File: src/rtl/ct_hpcp_ovf_int_ctrl_pkg.sv
// Shared PMU definitions for the overflow interrupt controller:
// FSM state encoding and the default counter count.
package ct_hpcp_ovf_int_ctrl_pkg;

  localparam int NUM_CNT_DEF = 32;

  // 2'b11 is unused and is steered back to IDLE by the FSM.
  typedef enum logic [1:0] {
    IDLE     = 2'b00,
    REQ      = 2'b01,
    WAIT_CLR = 2'b10
  } ovf_state_e;

endpackage

File: src/rtl/ct_hpcp_ovf_int_ctrl_if.sv
// Bus between the PMU (master side) and the overflow interrupt controller
// (slave side): overflow pulses, CSR access and the interrupt handshake.
interface ct_hpcp_ovf_int_ctrl_if #(
  parameter int NUM_CNT = ct_hpcp_ovf_int_ctrl_pkg::NUM_CNT_DEF
);

  logic [NUM_CNT-1:0] cntinten;
  logic [NUM_CNT-1:0] cnt_ovf_pulse;
  logic               ovf_wen;
  logic [NUM_CNT-1:0] hpcp_wdata;
  logic               ovf_rd_req;
  logic [NUM_CNT-1:0] ovf_rdata;
  logic               ovf_rd_vld;
  logic               hpcp_int_req;
  logic               hpcp_int_ack;

  modport master (
    output cntinten, cnt_ovf_pulse, ovf_wen, hpcp_wdata, ovf_rd_req, hpcp_int_ack,
    input  ovf_rdata, ovf_rd_vld, hpcp_int_req
  );

  modport slave (
    input  cntinten, cnt_ovf_pulse, ovf_wen, hpcp_wdata, ovf_rd_req, hpcp_int_ack,
    output ovf_rdata, ovf_rd_vld, hpcp_int_req
  );

endinterface

File: src/rtl/ct_hpcp_ovf_int_ctrl_reg.sv
// One overflow status bit: software write with the hardware overflow set
// taking priority when both land in the same cycle.
module ct_hpcp_ovf_reg (
  input  logic clk_i,
  input  logic rst_n_i,
  input  logic wen_i,
  input  logic wdata_i,
  input  logic set_i,
  output logic q_o
);

  logic q_d;
  logic q_q;

  always_comb begin
    q_d = (wen_i ? wdata_i : q_q) | set_i;
  end

  always_ff @(posedge clk_i or negedge rst_n_i) begin
    if (!rst_n_i) begin
      q_q <= 1'b0;
    end else begin
      q_q <= q_d;
    end
  end

  assign q_o = q_q;

endmodule

File: src/rtl/ct_hpcp_ovf_int_ctrl.sv
// Overflow status register, enable masking and a one-request-per-episode
// interrupt handshake towards the core interrupt logic.
module ct_hpcp_ovf_int_ctrl
  import ct_hpcp_ovf_int_ctrl_pkg::*;
#(
  parameter int NUM_CNT = NUM_CNT_DEF
) (
  input  logic                    hpcp_clk,
  input  logic                    cpurst_b,
  ct_hpcp_ovf_int_ctrl_if.slave   bus
);

  logic [NUM_CNT-1:0] status_q;
  logic [NUM_CNT-1:0] rdata_q;
  logic [NUM_CNT-1:0] rdata_d;
  logic               rd_vld_q;
  logic               int_req_q;
  logic               int_req_d;
  logic               pending;
  ovf_state_e         state_q;
  ovf_state_e         state_d;

  for (genvar i = 0; i < NUM_CNT; i++) begin : g_status
    ct_hpcp_ovf_reg u_bit (
      .clk_i   (hpcp_clk),
      .rst_n_i (cpurst_b),
      .wen_i   (bus.ovf_wen),
      .wdata_i (bus.hpcp_wdata[i]),
      .set_i   (bus.cnt_ovf_pulse[i]),
      .q_o     (status_q[i])
    );
  end

  // Enable bits only mask the request; status bits stay set regardless.
  assign pending = |(status_q & bus.cntinten);

  always_comb begin
    rdata_d = bus.ovf_rd_req ? status_q : rdata_q;
  end

  always_ff @(posedge hpcp_clk or negedge cpurst_b) begin
    if (!cpurst_b) begin
      rdata_q  <= '0;
      rd_vld_q <= 1'b0;
    end else begin
      rdata_q  <= rdata_d;
      rd_vld_q <= bus.ovf_rd_req;
    end
  end

  always_ff @(posedge hpcp_clk or negedge cpurst_b) begin
    if (!cpurst_b) begin
      state_q   <= IDLE;
      int_req_q <= 1'b0;
    end else begin
      state_q   <= state_d;
      int_req_q <= int_req_d;
    end
  end

  // After an ack, wait for pending to drain before a new episode may start.
  always_comb begin
    state_d = state_q;
    case (state_q)
      IDLE: begin
        if (pending) state_d = REQ;
      end
      REQ: begin
        if (bus.hpcp_int_ack) state_d = WAIT_CLR;
        else if (!pending)    state_d = IDLE;
      end
      WAIT_CLR: begin
        if (!pending) state_d = IDLE;
      end
      default: state_d = IDLE;
    endcase
  end

  always_comb begin
    int_req_d = (state_d == REQ);
  end

  assign bus.ovf_rdata    = rdata_q;
  assign bus.ovf_rd_vld   = rd_vld_q;
  assign bus.hpcp_int_req = int_req_q;

endmodule
File: src/flat_wrapper.sv
// flat-port wrapper written by rule: the top's interface ports become plain ports
module ct_hpcp_ovf_int_ctrl_flat import ct_hpcp_ovf_int_ctrl_pkg::*;
#(
  parameter int NUM_CNT = NUM_CNT_DEF
)
  (hpcp_clk, cpurst_b, bus_cntinten, bus_cnt_ovf_pulse, bus_ovf_wen, bus_hpcp_wdata, bus_ovf_rd_req, bus_hpcp_int_ack, bus_ovf_rdata, bus_ovf_rd_vld, bus_hpcp_int_req);
  ct_hpcp_ovf_int_ctrl_if #(.NUM_CNT(NUM_CNT)) bus_i ();
  input  logic hpcp_clk;
  input  logic cpurst_b;
  input wire logic [$bits(bus_i.cntinten)-1:0] bus_cntinten;
  input wire logic [$bits(bus_i.cnt_ovf_pulse)-1:0] bus_cnt_ovf_pulse;
  input wire logic [$bits(bus_i.ovf_wen)-1:0] bus_ovf_wen;
  input wire logic [$bits(bus_i.hpcp_wdata)-1:0] bus_hpcp_wdata;
  input wire logic [$bits(bus_i.ovf_rd_req)-1:0] bus_ovf_rd_req;
  input wire logic [$bits(bus_i.hpcp_int_ack)-1:0] bus_hpcp_int_ack;
  output wire logic [$bits(bus_i.ovf_rdata)-1:0] bus_ovf_rdata;
  output wire logic [$bits(bus_i.ovf_rd_vld)-1:0] bus_ovf_rd_vld;
  output wire logic [$bits(bus_i.hpcp_int_req)-1:0] bus_hpcp_int_req;
  assign bus_i.cntinten = bus_cntinten;
  assign bus_i.cnt_ovf_pulse = bus_cnt_ovf_pulse;
  assign bus_i.ovf_wen = bus_ovf_wen;
  assign bus_i.hpcp_wdata = bus_hpcp_wdata;
  assign bus_i.ovf_rd_req = bus_ovf_rd_req;
  assign bus_i.hpcp_int_ack = bus_hpcp_int_ack;
  assign bus_ovf_rdata = bus_i.ovf_rdata;
  assign bus_ovf_rd_vld = bus_i.ovf_rd_vld;
  assign bus_hpcp_int_req = bus_i.hpcp_int_req;
  ct_hpcp_ovf_int_ctrl #(.NUM_CNT(NUM_CNT)) u_core (.hpcp_clk(hpcp_clk), .cpurst_b(cpurst_b), .bus(bus_i));
endmodule
File: config.mk
export PLATFORM = sky130hd
export DESIGN_NAME = ct_hpcp_ovf_int_ctrl_flat
export DESIGN_NICKNAME = d
export VERILOG_FILES = /design/src/rtl/ct_hpcp_ovf_int_ctrl_pkg.sv /design/src/rtl/ct_hpcp_ovf_int_ctrl_if.sv /design/src/rtl/ct_hpcp_ovf_int_ctrl_reg.sv /design/src/rtl/ct_hpcp_ovf_int_ctrl.sv /design/src/flat_wrapper.sv
export SDC_FILE = /design/constraint.sdc
export NUM_CORES = 1
export LEC_CHECK = 0
export CAP_MARGIN = 0
export CORE_ASPECT_RATIO = 0.75
export CORE_MARGIN = 2
export CORE_UTILIZATION = 50
export DETAILED_ROUTE_END_ITERATION = 6
export DONT_BUFFER_PORTS = 1
export PLACE_DENSITY = 0.76
export SLEW_MARGIN = 40
export SYNTH_ARGS = -nofsm -noshare
export SYNTH_HDL_FRONTEND = slang
export SYNTH_SLANG_ARGS = --single-unit
File: constraint.sdc
create_clock -name hpcp_clk -period 1.6 [get_ports hpcp_clk]
set_clock_uncertainty 0.05 [all_clocks]
set_input_delay 0.08 -clock hpcp_clk [delete_from_list [all_inputs] [get_ports hpcp_clk]]
set_output_delay 0.08 -clock hpcp_clk [all_outputs]
set_load 0.01 [all_outputs]
==> results_dict.tcl <==
set metrics [dict create \
    status "complete, but fails checks" \
    violations "negative hold slack, negative setup slack" \
    grt_pass1_vias 2142 \
    total_leakage_power_nw 1.45 \
    synthDistinctLibCells 15 \
    yosysTopAreaCell "dfrtp_1" \
    ir_drop_v 0.000651 \
    slowest_delay_ps 440 \
    rsz0062_at_grt "yes" \
    drive_gt1_share_pct 22.1 \
    powerDensity_mw_per_mm2 1020 \
    die_x_um 90.2 \
    gr-usage-all-layers_pct 24.4 \
    die_area_mm2 0.00619 \
    synth_compound_area_share_pct 15.0 \
    reg2reg_to "u_core.state_q[0]$_DFF_PN0_" \
    top_layer "met4" \
    slew_headroom_pct 58.3 \
    clk_path_buf_depth 2 \
    synth_top_area_share_pct 61.1 \
    path_delay_family "simple AND/OR/NAND/NOR gates" \
    finalCriticalPeriod_ps 1660 \
    synth_top_family_by_area "compound AO/OA/AOI/OAI gates" \
    via_per_inst 5.71 \
    cp.required_ps 1780 \
    cp-end-kind "flip-flop" \
    core_mm2 0.00535 \
    ys_seq_area_share_pct 61.1 \
    htreeDepth 3 \
    placed_cell_area_mm2 0.00290 \
    fin_area_mm2 0.00382 \
    initial_utilization_pct 52.0 \
    fin_hold_ws_ps -614 \
    rrSetupSlack_ps -60 \
    cp_max_fo 3 \
    grt_max_degree 69 \
    area_delta_synth_final_pct 37.2 \
    ys_ff_latch 68 \
    nNetsFinal 381 \
    firstDrtPassIters 5 \
    setup_ws_ps -61.8 \
    rows 23 \
    syn-mean-instance-area_um2 13.9 \
    synth_area_leaders "dfrtp_1, mux2_2, a211o_1" \
    cts_tree "yes" \
    wl_per_cell_um 20.8 \
    layout.core_utilization_pct 71.3 \
    clkTransAtPathRegs_ps 70 \
    met2_wirelength_um 3440 \
    grt_remaining_overflow 0 \
    route.detailed.drc 0 \
    hold_class "input pin to async pin" \
    cap_violations 0 \
    synthAdderAreaFrac_pct 0 \
    routed-wl-met3_um 726 \
    syn_inst 201 \
    final_antenna_net_count 0 \
    drt-met1-wl_um 3170 \
    period_share_pct 104 \
    gp_congestion 0.683 \
    setup_viol 3 \
    critPathSlowestCell "or4_4" \
    slew_violations 0 \
    cts_sinks 68 \
    cp_data_arrival_time_ps 1840 \
    fmax_ghz 0.602 \
    layout_common_cells "dlygate4sd3_1, dfrtp_1, nor2b_1" \
    drt_iter0_markers 103 \
    n_antenna_cell 0 \
    antenna_found_initial 0 \
    clk_latency_ps 340 \
    rr_startpoint "u_core.g_status[21].u_bit.q_o$_DFF_PN0_" \
    crit_buf_inv 0 \
    io_pins 135 \
    vias 2057 \
    synth_mux_area_share_pct 12.9 \
    netlist_area_mm2 0.00278 \
    grt_pass1_wl_um 11100 \
    cts_made_buffers 9 \
    synth_xor_area_share_pct 0 \
    yosys.area_share.simple_pct 9.44 \
    cts_root_buffer "clkbuf_8" \
    die_h_um 68.6 \
    path_cells "a22o_1 > a221oi_2 > nand3_1 > or4_4 > and3b_1" \
    worst_pin_slew_ps 623 \
    setup.worst_path.start_class "flip-flop" \
    io_buffer_count 0 \
    reg2regPathDepth 5 \
    final_cells 360 \
    crit_type "flip-flop to flip-flop" \
    dp_hpwl_um 4400 \
    wirelength_um 7480 \
    ys_warn_count 0 \
    syn_nets 302 \
    dp_cells 274 \
    hold_viol 68 \
]
## power breakdown
group | internal (mW) | total [mW] | switching, mW
Combinational | 0.344 | 0.499 | 0.154
Sequential | 1.90 | 2.08 | 0.184
Clock | 0.690 | 1.30 | 0.611
## synthesized netlist by cell type (all sizes together)
cell type	n
a22oi	14
a221oi	1
clkbuf	5
mux2	32
nand4	3
nand3	1
a22o	1
nand2	1
a211o	32
buf	6
o2bb2ai	1
dfrtp	68
or4	1
nor2b	33
and3b	2
## flip-flops by register name, summed over array words and instances (netlist names)
name and cells:
u_core.state_q 2, u_core.g_status.u_bit.q_o 32, u_core.bus.hpcp_int_req 1, u_core.bus.ovf_rd_vld 1
u_core.bus.ovf_rdata 32
## worst register-to-register path: stages (launching register included)
cell and delay [ps]:
dfrtp_1 390, a22o_1 220, a221oi_2 170, nand3_1 110, or4_4 440, and3b_1 180
## through the flow
| step | TNS, ps | total power [mW] | setup WS, ps |
|---|---|---|---|
| final | -141 | 3.88 | -61.8 |
| after global routing | -367 | 4.05 | -135 |
| after CTS | -101 | 3.89 | -49.4 |
| after detailed placement | -332 | 2.41 | -133 |
| after global placement | -310 | 2.39 | -123 |
| after floorplan | 0 | 2.33 | 27.7 |
## cell type report
class,instances,area [µm²]
Clock buffer,15,176
Clock inverter,1,5.00
Fill cell,362,1530
Multi-Input combinational cell,122,1070
Sequential cell,68,1700
Tap cell,75,93.8
Timing Repair Buffer,79,776
## worst max-delay path by stage
stage                                                  startpoint                           endpoint  slack (ps)  cells past startpoint
final                     u_core.g_status[21].u_bit.q_o$_DFF_PN0_        u_core.state_q[0]$_DFF_PN0_         -60                      5
after global routing      u_core.g_status[21].u_bit.q_o$_DFF_PN0_        u_core.state_q[0]$_DFF_PN0_        -130                      5
after CTS                 u_core.g_status[21].u_bit.q_o$_DFF_PN0_        u_core.state_q[0]$_DFF_PN0_         -50                      5
after detailed placement  u_core.g_status[22].u_bit.q_o$_DFF_PN0_  u_core.bus.hpcp_int_req$_DFF_PN0_        -130                      4
after global placement    u_core.g_status[22].u_bit.q_o$_DFF_PN0_  u_core.bus.hpcp_int_req$_DFF_PN0_        -120                      4
after floorplan           u_core.g_status[21].u_bit.q_o$_DFF_PN0_  u_core.bus.hpcp_int_req$_DFF_PN0_          30                      5
## cells by family (layout without fill, tap and decap cells)
family | after synthesis | count (layout)
simple gates | 41 | 41
flops | 68 | 68
buf+inv | 11 | 95
mux | 32 | 32
compound gates | 49 | 49
## layer usage
metal,vias up,GRT usage [%]
li1,909,-
met1,1012,28.7
met2,116,41.0
met4,0,9.23
met5,-,0
met3,20,10.5
## what timing repair did
action	CTS	global route
hold endpoints to repair	136	75
setup endpoints to repair	3	10
setup buffers	1	0
gates resized for setup	5	0
hold buffers	68	8
pin swaps	4	0
Note: power is estimated with default switching activity, not from simulation.
